## src/rtl/elbeth_exs_muldiv.sv

```systemverilog
// Iterative RV32M mul/div: 33 stall cycles per normal op, 1 for div-by-zero/overflow, then one DONE cycle.
// Backpressure: ctrl_stall holds the registered result in DONE; ctrl_flush kills any op without a result.
module elbeth_exs_muldiv #(
    parameter int WIDTH = 32,
    parameter int CNT_W = 5
) (
    input  logic             clk,
    input  logic             rst,
    input  logic             ctrl_flush,
    input  logic             ctrl_stall,
    input  logic             exs_muldiv_en,
    input  logic [2:0]       exs_funct3,
    input  logic [WIDTH-1:0] exs_op_a,
    input  logic [WIDTH-1:0] exs_op_b,
    output logic [WIDTH-1:0] muldiv_result,
    output logic             muldiv_valid,
    output logic             muldiv_stall
);

    typedef enum logic [1:0] {
        S_IDLE,
        S_BUSY,
        S_DONE
    } state_t;

    localparam logic [WIDTH-1:0] MIN_NEG  = {1'b1, {(WIDTH-1){1'b0}}};
    localparam logic [CNT_W-1:0] CNT_LAST = {CNT_W{1'b1}};

    state_t             r_state;
    state_t             w_state_nxt;
    logic [CNT_W-1:0]   r_cnt;
    logic [2:0]         r_funct3;
    logic               r_neg_res;
    logic               r_neg_rem;
    logic [WIDTH-1:0]   r_opnd;
    logic [WIDTH-1:0]   r_hi;
    logic [WIDTH-1:0]   r_lo;
    logic [WIDTH-1:0]   r_result;

    logic               w_in_div;
    logic               w_sign_a;
    logic               w_sign_b;
    logic               w_neg_a;
    logic               w_neg_b;
    logic [WIDTH-1:0]   w_mag_a;
    logic [WIDTH-1:0]   w_mag_b;
    logic               w_div_zero;
    logic               w_div_ovf;
    logic               w_special;
    logic [WIDTH-1:0]   w_spec_res;
    logic               w_accept;

    logic [WIDTH:0]     w_sum;
    logic [WIDTH:0]     w_shift;
    logic               w_ge;
    logic [WIDTH-1:0]   w_diff;
    logic [WIDTH-1:0]   w_hi_nxt;
    logic [WIDTH-1:0]   w_lo_nxt;
    logic [2*WIDTH-1:0] w_prod;
    logic [2*WIDTH-1:0] w_prod_s;
    logic [WIDTH-1:0]   w_quot_s;
    logic [WIDTH-1:0]   w_rem_s;
    logic [WIDTH-1:0]   w_final;

    // Request decode on the live ID/EX operands
    always_comb begin
        w_in_div   = exs_funct3[2];
        w_sign_a   = w_in_div ? ~exs_funct3[0] : (exs_funct3[1:0] != 2'b11);
        w_sign_b   = w_in_div ? ~exs_funct3[0] : ~exs_funct3[1];
        w_neg_a    = w_sign_a & exs_op_a[WIDTH-1];
        w_neg_b    = w_sign_b & exs_op_b[WIDTH-1];
        w_mag_a    = w_neg_a ? ('0 - exs_op_a) : exs_op_a;
        w_mag_b    = w_neg_b ? ('0 - exs_op_b) : exs_op_b;
        w_div_zero = w_in_div & (exs_op_b == '0);
        w_div_ovf  = w_in_div & ~exs_funct3[0] & (exs_op_a == MIN_NEG) & (exs_op_b == '1);
        w_special  = w_div_zero | w_div_ovf;
        if (w_div_zero) begin
            w_spec_res = exs_funct3[1] ? exs_op_a : '1;
        end else begin
            w_spec_res = exs_funct3[1] ? '0 : MIN_NEG;
        end
        w_accept   = (r_state == S_IDLE) & exs_muldiv_en & ~ctrl_flush;
    end

    // One radix-2 step: shift-add multiply or restoring divide on {r_hi, r_lo}
    always_comb begin
        w_sum   = {1'b0, r_hi} + (r_lo[0] ? {1'b0, r_opnd} : '0);
        w_shift = {r_hi, r_lo[WIDTH-1]};
        w_ge    = (w_shift >= {1'b0, r_opnd});
        w_diff  = w_shift[WIDTH-1:0] - r_opnd;
        if (r_funct3[2]) begin
            w_hi_nxt = w_ge ? w_diff : w_shift[WIDTH-1:0];
            w_lo_nxt = {r_lo[WIDTH-2:0], w_ge};
        end else begin
            w_hi_nxt = w_sum[WIDTH:1];
            w_lo_nxt = {w_sum[0], r_lo[WIDTH-1:1]};
        end
    end

    always_comb begin
        w_prod   = {w_hi_nxt, w_lo_nxt};
        w_prod_s = r_neg_res ? ('0 - w_prod) : w_prod;
        w_quot_s = r_neg_res ? ('0 - w_lo_nxt) : w_lo_nxt;
        w_rem_s  = r_neg_rem ? ('0 - w_hi_nxt) : w_hi_nxt;
        if (r_funct3[2]) begin
            w_final = r_funct3[1] ? w_rem_s : w_quot_s;
        end else begin
            w_final = (r_funct3[1:0] == 2'b00) ? w_prod_s[WIDTH-1:0] : w_prod_s[2*WIDTH-1:WIDTH];
        end
    end

    always_comb begin
        w_state_nxt = r_state;
        case (r_state)
            S_IDLE: if (w_accept) w_state_nxt = w_special ? S_DONE : S_BUSY;
            S_BUSY: if (r_cnt == CNT_LAST) w_state_nxt = S_DONE;
            S_DONE: if (!ctrl_stall) w_state_nxt = S_IDLE;
            default: w_state_nxt = S_IDLE;
        endcase
        if (ctrl_flush) w_state_nxt = S_IDLE;
    end

    always_ff @(posedge clk) begin
        if (!rst) begin
            r_state   <= S_IDLE;
            r_cnt     <= '0;
            r_funct3  <= '0;
            r_neg_res <= 1'b0;
            r_neg_rem <= 1'b0;
            r_opnd    <= '0;
            r_hi      <= '0;
            r_lo      <= '0;
            r_result  <= '0;
        end else begin
            r_state <= w_state_nxt;
            if (w_accept) begin
                r_cnt     <= '0;
                r_funct3  <= exs_funct3;
                r_neg_res <= w_neg_a ^ w_neg_b;
                r_neg_rem <= w_neg_a;
                // Multiply keeps the multiplicand in r_opnd; divide keeps the divisor
                r_opnd    <= w_in_div ? w_mag_b : w_mag_a;
                r_hi      <= '0;
                r_lo      <= w_in_div ? w_mag_a : w_mag_b;
                if (w_special) r_result <= w_spec_res;
            end else if (r_state == S_BUSY) begin
                r_cnt <= r_cnt + CNT_W'(1);
                r_hi  <= w_hi_nxt;
                r_lo  <= w_lo_nxt;
                if (r_cnt == CNT_LAST) r_result <= w_final;
            end
        end
    end

    assign muldiv_result = r_result;
    assign muldiv_valid  = (r_state == S_DONE);
    assign muldiv_stall  = rst & (((r_state == S_IDLE) & exs_muldiv_en & ~ctrl_flush) | (r_state == S_BUSY));

endmodule

```

## config.mk

```make
export PLATFORM = sky130hd
export DESIGN_NAME = elbeth_exs_muldiv
export DESIGN_NICKNAME = d
export VERILOG_FILES = /design/src/rtl/elbeth_exs_muldiv.sv
export SDC_FILE = /design/constraint.sdc
export NUM_CORES = 1
export LEC_CHECK = 0
export CELL_PAD_IN_SITES_DETAIL_PLACEMENT = 1
export CELL_PAD_IN_SITES_GLOBAL_PLACEMENT = 2
export CORE_ASPECT_RATIO = 1.2
export CORE_MARGIN = 1
export CORE_UTILIZATION = 25
export CTS_CLUSTER_DIAMETER = 120
export DETAILED_ROUTE_END_ITERATION = 8
export GPL_TIMING_DRIVEN = 0
export MAX_ROUTING_LAYER = met4
export PLACE_DENSITY_LB_ADDON = 0.12
export SLEW_MARGIN = 20
export SYNTH_ARGS = -nofsm -noshare
export SYNTH_HDL_FRONTEND = slang
export SYNTH_SLANG_ARGS = --single-unit
export TNS_END_PERCENT = 50
```

## constraint.sdc

```tcl
create_clock -name clk -period 5.54 [get_ports clk]
set_input_delay 0.831 -clock clk [delete_from_list [all_inputs] [get_ports clk]]
set_output_delay 0.831 -clock clk [all_outputs]
set_load 0.1 [all_outputs]
```

Yosys cells after proc, flatten, opt, wreduce, memory -nomap -nowiden. Cells that the tools add are included.

Bits in registers: 140. Bits in latches: 0. RAM bits: 0. Bits in read-only memories: 0. Bits of input ports: 72. Word-level logic and storage cells: 83. Memories: 0.

Add/sub/neg operators: 8. Multipliers: 0. Divide/modulo/power cells: 0. $lt $le $gt $ge: 1. Equal/unequal tests: 10. Shift-type cells: 0. Mux-type cells: 30. Bitwise operators: 16. Reductions and logical operators: 9.

Operators with widths (count): two-way mux 32 bit (22); subtractor 1 x 32 -> 32 bit (first input constant) (4); equality test 32 bit (second input constant) (2); two-way mux 64 bit (1); subtractor 1 x 64 -> 64 bit (first input constant) (1); adder 32 x 32 -> 33 bit (1); greater-or-equal comparator 33 x 32 -> 1 bit (1); logical NOT 32 bit (1); subtractor 32 bit (1); inequality test 2 bit (second input constant) (5); AND 1 bit (9); two-way mux 2 bit (4); case mux 2 bit (3 select lines) (1); AND reduction 3 bit (2); adder 5 x 1 -> 5 bit (second input constant) (1); equality test 5 bit (second input constant) (1); logical NOT 2 bit (2); inverter 1 bit (4); nonzero test 2 bit (2); OR reduction 2 bit (2); equality test 2 x 1 -> 1 bit (second input constant) (1); equality test 2 bit (second input constant) (1); two-way mux 1 bit (2); bitwise OR 1 bit (2); bitwise XOR 1 bit (1).

Depth between registers and ports, before layout. Gate-level depths: netlist of run 1.

Depth in word-level cells: 10. Mapped depth: 23. Depth with buffers taken out: 20.

Worst setup path before layout of run 1. No wires, ideal clock.

Kind: reg2reg. Start point: register r_funct3[2]. End point: register r_result[18] (netlist: muldiv_result[18]). Setup time: 0.122 ns. Arrival time: 5.496 ns. Required time: 5.418 ns. Setup slack: -0.078 ns. Stages on the path, launching flop included: 20. Path buffers: 8. Path through: dfxtp_1 > buf_4 > buf_2 > buf_1 > buf_2 > buf_2 > buf_1 > clkbuf_1 > mux2i_1 > ha_1 > o21ai_1 > or4_1 > or4_1 > clkbuf_1 > or3_1 > nand2b_1 > or3_4 > o41ai_2 > mux2i_1 > a221o_1.

Longest elaborated chain between the ends: 8. Elaborated cells on any way between the ends: 14. Those cells by class: 3 x add/sub; 11 x mux.

RTL lines: start: declaration (line 32) `logic [2:0] r_funct3;`; start signal: assignment (line 138) `r_funct3 <= exs_funct3;`; two-way mux 32 bit (line 91) `if (r_funct3[2]) begin`; subtractor 1 x 64 -> 64 bit (tied with other cells) (line 102) `w_prod_s = r_neg_res ? ('0 - w_prod) : w_prod;`; two-way mux 64 bit (tied with other cells) (line 102); two-way mux 32 bit, on equally long branches (line 108, 106); two-way mux 32 bit (*) (line 105) `if (r_funct3[2]) begin`; two-way mux 32 bit (*) (line 150) `if (r_cnt == CNT_LAST) r_result <= w_final;`; two-way mux 32 bit (*) (line 146) `end else if (r_state == S_BUSY) begin`; two-way mux 32 bit (*) (line 136) `if (w_accept) begin`; end signal: assignment (line 145) `if (w_special) r_result <= w_spec_res;`; end signal: assignment (line 150); end: declaration (line 38) `logic [WIDTH-1:0] r_result;`.

Every way passes the cells marked *; elsewhere a longest branch is shown, timed or not. The select of a mux whose other input is x is not followed. A chain may end at the register's enable or synchronous reset.

Worst setup path in the final report of run 1.
Start point: register r_opnd[26]. End point: register r_result[20] (netlist: muldiv_result[20]).

Longest elaborated chain between the ends: 10. Elaborated cells on any way between the ends: 16. Those cells by class: 3 x add/sub; 1 x order compare; 12 x mux.

RTL lines: start: declaration (line 35) `logic [WIDTH-1:0] r_opnd;`; start signal: assignment (line 142) `r_opnd <= w_in_div ? w_mag_b : w_mag_a;`; greater-or-equal comparator 33 x 32 -> 1 bit (*) (line 89) `w_ge = (w_shift >= {1'b0, r_opnd});`; two-way mux 32 bit (line 92) `w_hi_nxt = w_ge ? w_diff : w_shift[WIDTH-1:0];`; two-way mux 32 bit (line 91); subtractor 1 x 64 -> 64 bit or subtractor 1 x 32 -> 32 bit (tied branches) (line 102, 104); two-way mux 64 bit or two-way mux 32 bit (tied branches) (line 102, 104); two-way mux 32 bit, on equally long branches (line 108, 106); two-way mux 32 bit (*) (line 105); two-way mux 32 bit (*) (line 150); two-way mux 32 bit (*) (line 146); two-way mux 32 bit (*) (line 136).

Marked as above.

==> results.tsv, run 1 <==
stage	metric	value	unit
run_status	status	finished clean	
clocking	cts_hold_buf	0	
power_and_ir_drop	power_frac_comb	0.449	
yosys	synthTopCellsByCount	nand2_1 (330), a21oi_1 (244), nor2_1 (209), o21ai_0 (146), dfxtp_1 (140)	
setup_path	path_depth	21	
yosys	ys_types	98	
grt	grt_pass1_wl	148000	um
yosys	synth_top_area_cell	dfxtp_1	
cells_and_area	area.growth.synth_to_final	21.7	%
power_and_ir_drop	p_int	2.37	mW
setup_path	worstSetupPathType	reg -> reg	
floorplanning	rows	101	
yosys	synth.area.top_cells	dfxtp_1 (17%), nand2_1 (7.7%), a21oi_1 (7.6%)	
yosys	yosysMostFrequentCell	nand2_1	
grt	grt_util_all_layers	0.329	
floorplanning	ioPinCount	106	
cells_and_area	fillers	7878	
sta	fmax	185	MHz
min_path	whs_path_depth	2	
sta	finClkSkew	18.5	ps
clocking	cts_buffers	17	
placed_design	place.gp.congestion	0.952	
clocking	worstSkewPairLatency	510	ps
placed_design	dp_hpwl	86600	um
yosys	synth_ff_type	dfxtp_1	
setup_path	timing.rr.start	r_opnd[26]	
power_and_ir_drop	p_per_area	222	nW/um^2
setup_path	cp-end-kind	flip-flop	
floorplanning	dieWidth	234	um
grt	grt_max_degree	19	
placed_design	pre_cts_ws	-3110	ps
power_and_ir_drop	power_frac_clock	0.295	
grt	grt_pass1_vias	19900	
cells_and_area	finish.utilization	0.309	
setup_path	r2r_cells	21	
min_path	min_path_type	reg -> reg	
clocking	clockBufferDepth	2	
power_and_ir_drop	leakage	7.10	nW
yosys	synth_area_per_cell	6.84	sq um
route	wl_per_cell	31.3	um
grt	gr-total-overflow	0	
yosys	synth_area	16100	sq um
route	postRouteAntennaNets	0	
clocking	path_clk_slew	80	ps
flow_run	drv_cap	0	
setup_path	cp_data_required_time	5920	ps
route	via_per_inst	5.79	
sta	slew_violations	0	
placed_design	place_area	18300	sq um
sta	grt_setup_unrepaired	yes	
sta	finalCritPeriodShare	0.977	
floorplanning	dieArea	65600	sq um
route	drt-total-wl	105000	um
setup_path	cpMostUsedCell	buf_4	
setup_path	worst-r2r-setup-slack	130	ps
setup_path	cp_slowest_cell	or4_4	
clocking	root_buffer	clkbuf_16	
placed_design	portBuffers	103	
setup_path	slowest_delay	530	ps
cells_and_area	fin_nets	2651	
yosys	synthArstFlopShare	0	
setup_path	critPathBufInv	6	
yosys	synth-edff-count	0	
setup_path	critPathTopFamily	simple AND/OR/NAND/NOR gates	
power_and_ir_drop	vdd_drop_max	0.213	mV
grt	antenna_found_initial	1	
yosys	synthCells	2362	
route	drc	0	
setup_path	cp_cell_sequence	inv_1 -> ha_1 -> buf_4 -> nand4_1 -> buf_4 -> buf_4 -> or3_1 -> o21a_4 -> buf_8 -> a21oi_4 -> a21oi_4 -> ha_4 -> o21ai_2 -> or4_4 -> or4_4 -> or3_4 -> nand2b_4 -> buf_6 -> or3_1 -> a221o_1 -> a32o_1	
clocking	h-tree-depth	4	
route	drt_iter0_drc	1088	
setup_path	endpoint	muldiv_result[20]	
sta	setup_viol	0	
setup_path	reg2reg_to	muldiv_result[20]	
setup_path	cp-start-kind	flip-flop	
route	vias	19400	
floorplanning	fp.dieH	280	um
sta	post-route-min-period	5410	ps
yosys	ys_ff_latch	140	
setup_path	crit_fanout	10	
setup_path	cp-startpoint	r_opnd[26]	
route	dr.pass1.iters	5	
power_and_ir_drop	swShare	0.455	
yosys	syn-num-nets	2507	
sta	hold_viol	0	
power_and_ir_drop	p_seq_frac	0.256	
yosys	synth_top_area_frac	0.174	
setup_path	cp.arrival	5790	ps
clocking	cts_tree	yes	
yosys	ys.warnings.count	0	
sta	tightest_slew	1230	ps
power_and_ir_drop	p_sw	1.98	mW
clocking	clock_sinks	140	
yosys	ys_seq_area_frac	0.174	
sta	setup_slack	130	ps
floorplanning	start_util	0.254	
floorplanning	core_area	63600	sq um
cells_and_area	design_area	19700	sq um
cells_and_area	drive_gt1_frac	0.0945	
sta	slew_headroom	0.183	
[power groups by stage]
stage / clock network (mW) / registers (mW) / logic [mW]
after floorplan: 0 / 1.10 / 1.05
after global placement: 0 / 1.14 / 1.78
after detailed placement: 0 / 1.14 / 1.79
after CTS: 1.31 / 1.11 / 1.89
after global routing: 1.35 / 1.12 / 2.05
final: 1.28 / 1.12 / 1.96
[layer usage]
metal  GRT usage  part of all wire
met5           -                 0
met4       0.200             0.070
met3      0.0399             0.033
met2       0.567              0.50
met1       0.358              0.39
[tightest hold or removal path: stages (launching register included)]
cell,delay [ps]
dfxtp_1,320
nand2_1,50
nand2_1,40
[placed cells by master, fill, tap and decap left out, types with 13 or more instances in the layout]
cell type | netlist | layout
nand2_1 | 330 | 327
a21oi_1 | 244 | 226
nor2_1 | 209 | 208
o21ai_0 | 146 | 140
dfxtp_1 | 140 | 122
clkbuf_1 | 116 | 108
clkdlybuf4s50_1 | 0 | 103
o211ai_1 | 97 | 97
inv_1 | 82 | 82
xnor2_1 | 80 | 80
nor3_1 | 69 | 68
xor2_1 | 65 | 64
ha_1 | 71 | 64
and2_1 | 62 | 62
mux2i_1 | 47 | 44
nand3_1 | 45 | 42
nand4_1 | 33 | 33
buf_4 | 5 | 32
a211oi_1 | 35 | 32
o31ai_1 | 32 | 30
or3_1 | 29 | 28
a21o_1 | 28 | 28
nor4_1 | 25 | 21
a31oi_1 | 21 | 21
and3_1 | 19 | 19
or4_1 | 20 | 17
clkbuf_16 | 0 | 17
o21a_1 | 17 | 16
a21oi_2 | 2 | 15
nor2b_1 | 14 | 14
buf_1 | 17 | 14
nand2b_1 | 15 | 13
or2_2 | 13 | 13
o221ai_1 | 17 | 13
dfxtp_2 | 0 | 13
[repair_timing]
action                     CTS  global route
pin swaps                   13             7
setup endpoints to repair   39            25
gates resized for setup    120            35
buffers inserted            17             8
[through the flow]
stage	setup TNS (ps)	instances	hold WS [ps]	total power [mW]
6_report	0	3344	453	4.36
5_1_grt	-82.8	3344	481	4.51
4_1_cts	-5.35	3338	462	4.31
3_5_place_dp	-56430	3291	449	2.93
3_3_place_gp	-65290	3289	438	2.92
2_1_floorplan	0	2362	440	2.15
[state kept, by name, summed over array words and instances (netlist names)]
signal / flops
r_opnd: 32
r_neg_res: 1
muldiv_result: 32
r_lo: 32
r_funct3: 3
r_neg_rem: 1
r_cnt: 5
r_hi: 32
r_state: 2
[logic make-up after synthesis]
family	share of synthesized area
buffers and inverters	0.0571
xor gates and xnor gates	0.0787
DFF	0.174
and+or+nand+nor	0.282
AOI/OAI and AO/OA	0.320
muxes	0.0312
adders and majority gates	0.0575
[how the worst min path moves through the flow]
stage / start / end / slack, ps
final: muldiv_result[8] / muldiv_result[8] / 450
after global routing: muldiv_result[3] / muldiv_result[3] / 480
after CTS: muldiv_result[8] / muldiv_result[8] / 460
after detailed placement: muldiv_result[8] / muldiv_result[8] / 450
after global placement: muldiv_result[8] / muldiv_result[8] / 440
after floorplan: r_opnd[18] / r_opnd[18] / 440
[layout make-up]
class | count | area (sq um) | area share
Tap cell | 824 | 1030 | 0.0525
Clock inverter | 14 | 184 | 0.00936
Timing Repair Buffer | 130 | 1250 | 0.0635
Sequential cell | 140 | 2840 | 0.144
Antenna cell | 1 | 2.50 | 0.000127
Multi-Input combinational cell | 1986 | 13000 | 0.659
Buffer | 147 | 648 | 0.0330
Clock buffer | 18 | 429 | 0.0218
Inverter | 84 | 317 | 0.0161
No activity file was read; power rests on OpenSTA's default activity.
==> run 2: changes to the inputs <==
--- a/config.mk
+++ b/config.mk
@@ -5,8 +5,8 @@
 export SDC_FILE = /design/constraint.sdc
 export NUM_CORES = 1
 export LEC_CHECK = 0
-export CELL_PAD_IN_SITES_DETAIL_PLACEMENT = 1
-export CELL_PAD_IN_SITES_GLOBAL_PLACEMENT = 2
+export CELL_PAD_IN_SITES_DETAIL_PLACEMENT = 0
+export CELL_PAD_IN_SITES_GLOBAL_PLACEMENT = 1
 export CORE_ASPECT_RATIO = 1.2
 export CORE_MARGIN = 1
 export CORE_UTILIZATION = 25
==> run 2 against run 1 <==
Effect of this change: hold slack gained 12 ps; setup slack lost 21 ps; sequential power about the same; clock skew grew 2.4 ps; combinational power decreased by 3%.
==> results.tsv, run 2 (synthesized netlist as in run 1, its figures left out) <==
stage	metric	value	unit
clocking	path_clk_slew	70	ps
sta	finClkSkew	20.9	ps
power_and_ir_drop	p_int	2.30	mW
power_and_ir_drop	vdd_drop_max	0.253	mV
floorplanning	fp.dieH	280	um
grt	gr-total-overflow	0	
setup_path	crit_fanout	8	
power_and_ir_drop	p_sw	1.99	mW
grt	grt_pass1_wl	141000	um
grt	antenna_found_initial	1	
placed_design	place_area	18200	sq um
cells_and_area	diodes	0	
sta	fin_setup_tns	0	ps
grt	gr-usage-met1	0.351	
sta	hold_viol	0	
placed_design	dp_hpwl	82900	um
cells_and_area	fin_cells	3343	
setup_path	cp-startpoint	r_opnd[27]	
setup_path	r2r_cells	21	
min_path	min_path_type	reg -> reg	
clocking	cts_hold_buf	0	
power_and_ir_drop	swShare	0.465	
placed_design	place.gp.congestion	0.982	
power_and_ir_drop	p_per_area	219	nW/um^2
placed_design	dp.cells	3291	
grt	grt_max_degree	19	
route	wl_per_cell	30.0	um
cells_and_area	fin_nets	2651	
clocking	clock_sinks	140	
floorplanning	rows	101	
floorplanning	dieWidth	234	um
placed_design	pre_cts_ws	-2740	ps
route	dr.pass1.iters	7	
grt	busiest_layer	met2	
min_path	holdCritStartpoint	r_cnt[4]	
sta	slew_headroom	0.220	
floorplanning	core_area	63600	sq um
sta	post-route-min-period	5430	ps
route	vias	19300	
floorplanning	dieArea	65600	sq um
grt	use_met2	0.542	
cells_and_area	fillers	7062	
grt	grt_pass1_vias	18900	
clocking	worstSkewPairLatency	480	ps
clocking	h-tree-depth	4	
power_and_ir_drop	p_seq_frac	0.261	
cells_and_area	area.growth.synth_to_final	21.4	%
cells_and_area	design_area	19600	sq um
sta	fmax	184	MHz
power_and_ir_drop	leakage	7.09	nW
floorplanning	start_util	0.254	
route	drc	0	
min_path	whs_path_depth	2	
route	drt-total-wl	100000	um
grt	gr-usage-met3	0.0263	
route	via_per_inst	5.79	
clocking	cts_buffers	17	
power_and_ir_drop	power_frac_clock	0.296	
sta	slew_violations	0	
setup_path	worstSetupPathType	reg -> reg	
power_and_ir_drop	power_frac_comb	0.443	
sta	tightest_slew	1160	ps
cells_and_area	layout_common_cells	nand2_1 (326), a21oi_1 (229), nor2_1 (208), o21ai_0 (143), dfxtp_1 (110)	
route	postRouteAntennaNets	0	
clocking	root_buffer	clkbuf_16	
cells_and_area	finish.utilization	0.308	
setup_path	cp-end-kind	flip-flop	
cells_and_area	drive_gt1_frac	0.0961	
placed_design	portBuffers	103	
setup_path	timing.rr.start	r_opnd[27]	
sta	finalCritPeriodShare	0.980	
floorplanning	ioPinCount	106	
setup_path	cp_data_required_time	5890	ps
setup_path	cp-start-kind	flip-flop	
clocking	clockBufferDepth	2	
flow_run	drv_cap	0	
sta	setup_slack	109	ps
grt	grt_util_all_layers	0.311	
route	drt_iter0_drc	1518	
clocking	cts_tree	yes	
setup_path	cp.arrival	5780	ps
cells_and_area	final_common_cell	nand2_1	
sta	setup_viol	0	
run_status	status	finished clean	
run 2: through the flow:
step | hold WS (ps) | power (mW)
2_1_floorplan | 440 | 2.15
3_3_place_gp | 446 | 2.89
3_5_place_dp | 455 | 2.88
4_1_cts | 465 | 4.19
5_1_grt | 489 | 4.42
6_report | 465 | 4.29
run 2: worst paths after layout:
path,slack (ps),endpoint
worst max-delay path,110,muldiv_result[18]
worst min-delay path,460,r_cnt[4]
worst max register to register,110,muldiv_result[18]
worst min register to register,460,r_cnt[4]
run 2: power by group through the flow:
| stage | Sequential [mW] | Clock (mW) | Combinational [mW] |
|---|---|---|---|
| final | 1.12 | 1.27 | 1.90 |
| after global routing | 1.12 | 1.30 | 2.00 |
| after CTS | 1.11 | 1.27 | 1.81 |
| after detailed placement | 1.14 | 0 | 1.75 |
| after global placement | 1.14 | 0 | 1.75 |
| after floorplan | 1.10 | 0 | 1.05 |
run 2: area by class of cell:
type	count	area [sq um]	area share
multi-input combinational	1986	12900	0.658
clock buffer	17	425	0.0217
buffer	147	658	0.0336
inverter	84	317	0.0161
clock inverter	15	171	0.00874
timing repair buffer	130	1250	0.0638
tap	824	1030	0.0526
sequential	140	2860	0.146
run 2: repair_timing:
item / in CTS / in global routing
endpoints found under the hold margin: 0 / 0
pin swaps: 9 / 18
setup buffers: 8 / 16
resized for setup: 88 / 74
endpoints found under the setup margin: 37 / 20
run 2: critical path, stage by stage (launching register included):
cell and delay [ps]:
dfxtp_2 430, inv_1 70, ha_1 400, nand4_1 170
nor3_2 120, a221oi_4 290, buf_6 160, o21a_4 140
buf_8 100, a21oi_2 90, a21oi_2 150, ha_2 220
o21ai_2 80, or4_4 460, or4_4 570, or3_4 360
nand2b_4 220, buf_12 170, or3_4 380, o41ai_4 260
mux2i_1 180, a221o_1 280
run 2: per-layer routing:
metal,routed length [um],share of wire
met2,50200,0.50
met1,40000,0.40
met5,0,0
met3,3930,0.039
met4,6140,0.061
==> run 3: changes to the inputs <==
--- a/config.mk
+++ b/config.mk
@@ -15,6 +15,7 @@
 export GPL_TIMING_DRIVEN = 0
 export MAX_ROUTING_LAYER = met4
 export PLACE_DENSITY_LB_ADDON = 0.12
+export RECOVER_POWER = 25
 export SLEW_MARGIN = 20
 export SYNTH_ARGS = -nofsm -noshare
 export SYNTH_HDL_FRONTEND = slang
==> run 3 against run 2 <==
Effect of this change: total power about the same; die area unchanged; sequential power about the same; non-clock buffer count unchanged; clock power hardly changed; first-iteration DRC count is 0.92% higher; register-to-register slack hardly changed; clock-buffer cell count is the same; maximum frequency grew 0.16%; largest power group unchanged; highest routed layer unchanged.
==> results.tsv, run 3 (synthesized netlist as in run 1, its figures left out) <==
stage	metric	value	unit
clocking	worstSkewPairLatency	480	ps
placed_design	dp.cells	3291	
sta	setup_viol	0	
cells_and_area	area.growth.synth_to_final	21.4	%
route	dr.pass1.iters	8	
sta	finClkSkew	20.4	ps
cells_and_area	layout_common_cells	nand2_1 (326), a21oi_1 (229), nor2_1 (208), o21ai_0 (143)	
sta	slew_violations	0	
setup_path	cp_data_required_time	5920	ps
placed_design	place_area	18200	sq um
clocking	root_buffer	clkbuf_16	
floorplanning	rows	101	
grt	antenna_found_initial	1	
floorplanning	fp.dieH	280	um
placed_design	portBuffers	103	
route	drt_iter0_drc	1532	
placed_design	place.gp.congestion	0.982	
clocking	cts_tree	yes	
floorplanning	core_area	63600	sq um
cells_and_area	drive_gt1_frac	0.0961	
grt	grt_util_all_layers	0.311	
floorplanning	start_util	0.254	
setup_path	cp-end-kind	flip-flop	
cells_and_area	fin_nets	2651	
clocking	cts_buffers	17	
clocking	clockBufferDepth	2	
route	postRouteAntennaNets	0	
power_and_ir_drop	leakage	7.21	nW
flow_run	drv_cap	0	
power_and_ir_drop	vdd_drop_max	0.253	mV
route	via_per_inst	5.79	
sta	tightest_slew	1160	ps
route	drc	0	
grt	grt_pass1_wl	141000	um
power_and_ir_drop	p_per_area	219	nW/um^2
sta	slew_headroom	0.223	
setup_path	crit_fanout	8	
floorplanning	dieWidth	234	um
route	drt-total-wl	100000	um
sta	hold_viol	0	
clocking	cts_hold_buf	0	
cells_and_area	final_common_cell	nand2_1	
grt	gr-total-overflow	0	
cells_and_area	diodes	0	
cells_and_area	fin_cells	3343	
route	wl_per_cell	30.0	um
cells_and_area	design_area	19600	sq um
min_path	min_path_type	reg -> reg	
cells_and_area	finish.utilization	0.308	
floorplanning	ioPinCount	106	
floorplanning	dieArea	65600	sq um
setup_path	worstSetupPathType	reg -> reg	
setup_path	cp.arrival	5800	ps
clocking	h-tree-depth	4	
cells_and_area	fillers	7062	
setup_path	cp-start-kind	flip-flop	
grt	grt_max_degree	19	
grt	grt_pass1_vias	18900	
sta	post-route-min-period	5420	ps
sta	finalCritPeriodShare	0.979	
clocking	clock_sinks	140	
route	vias	19400	
run_status	status	finished clean	
clocking	path_clk_slew	80	ps
sta	fmax	184	MHz
placed_design	dp_hpwl	82900	um
-- run 3: through the flow --
stage	setup slack, ps	setup TNS [ps]	hold slack [ps]	power (mW)
6_report	118	0	464	4.29
5_1_grt	-28.8	-49.8	489	4.42
4_1_cts	-6.56	-11.1	465	4.19
3_5_place_dp	-2740	-44730	455	2.88
3_3_place_gp	-2740	-55160	446	2.89
2_1_floorplan	32.3	0	440	2.15
-- run 3: worst paths after layout --
| check | from | to | slack, ps | depth (start not counted) |
|---|---|---|---|---|
| setup reg to reg | r_opnd[27] | muldiv_result[10] | 120 | 21 |
| setup / recovery | r_opnd[27] | muldiv_result[10] | 120 | 21 |
| hold / removal | muldiv_result[8] | muldiv_result[8] | 460 | 2 |
| hold reg to reg | muldiv_result[8] | muldiv_result[8] | 460 | 2 |
-- run 3: critical path, stage by stage (launching register included) --
cell      delay, ps
dfxtp_2         430
inv_1            70
ha_1            400
nand4_1         170
nor3_2          120
a221oi_4        290
buf_6           160
o21a_4          140
buf_8           100
a21oi_2          90
a21oi_2         150
ha_2            220
o21ai_2          80
or4_4           460
or4_4           570
nor4b_4         320
nand2_2         140
or4_4           480
o21ai_1         180
xor2_1          380
nor3_1          130
o31ai_1         240
-- run 3: area by class of cell --
cell class                      instances  area, sq um  area share
Sequential cell                       140         2860       0.146
Inverter                               84          317      0.0161
Clock buffer                           17          425      0.0217
Tap cell                              824         1030      0.0526
Clock inverter                         15          171     0.00874
Buffer                                147          658      0.0336
Timing Repair Buffer                  130         1250      0.0638
Multi-Input combinational cell       1986        12900       0.658
-- run 3: layer usage --
metal	routed length, um	track usage
met5	0	-
met4	6120	0.164
met3	4010	0.0263
met2	50300	0.542
met1	39900	0.351
-- run 3: repair_timing --
item | 4_1_cts | 5_1_grt
resized for setup | 88 | 74
buffers inserted | 8 | 16
setup endpoints to repair | 37 | 20
pin swaps | 9 | 18
-- run 3: where the power goes --
part,switching (mW),leakage (nW),internal [mW]
registers,0.0702,1.15,1.05
logic,1.30,5.76,0.601
clock network,0.623,0.297,0.647
total,1.99,7.21,2.29
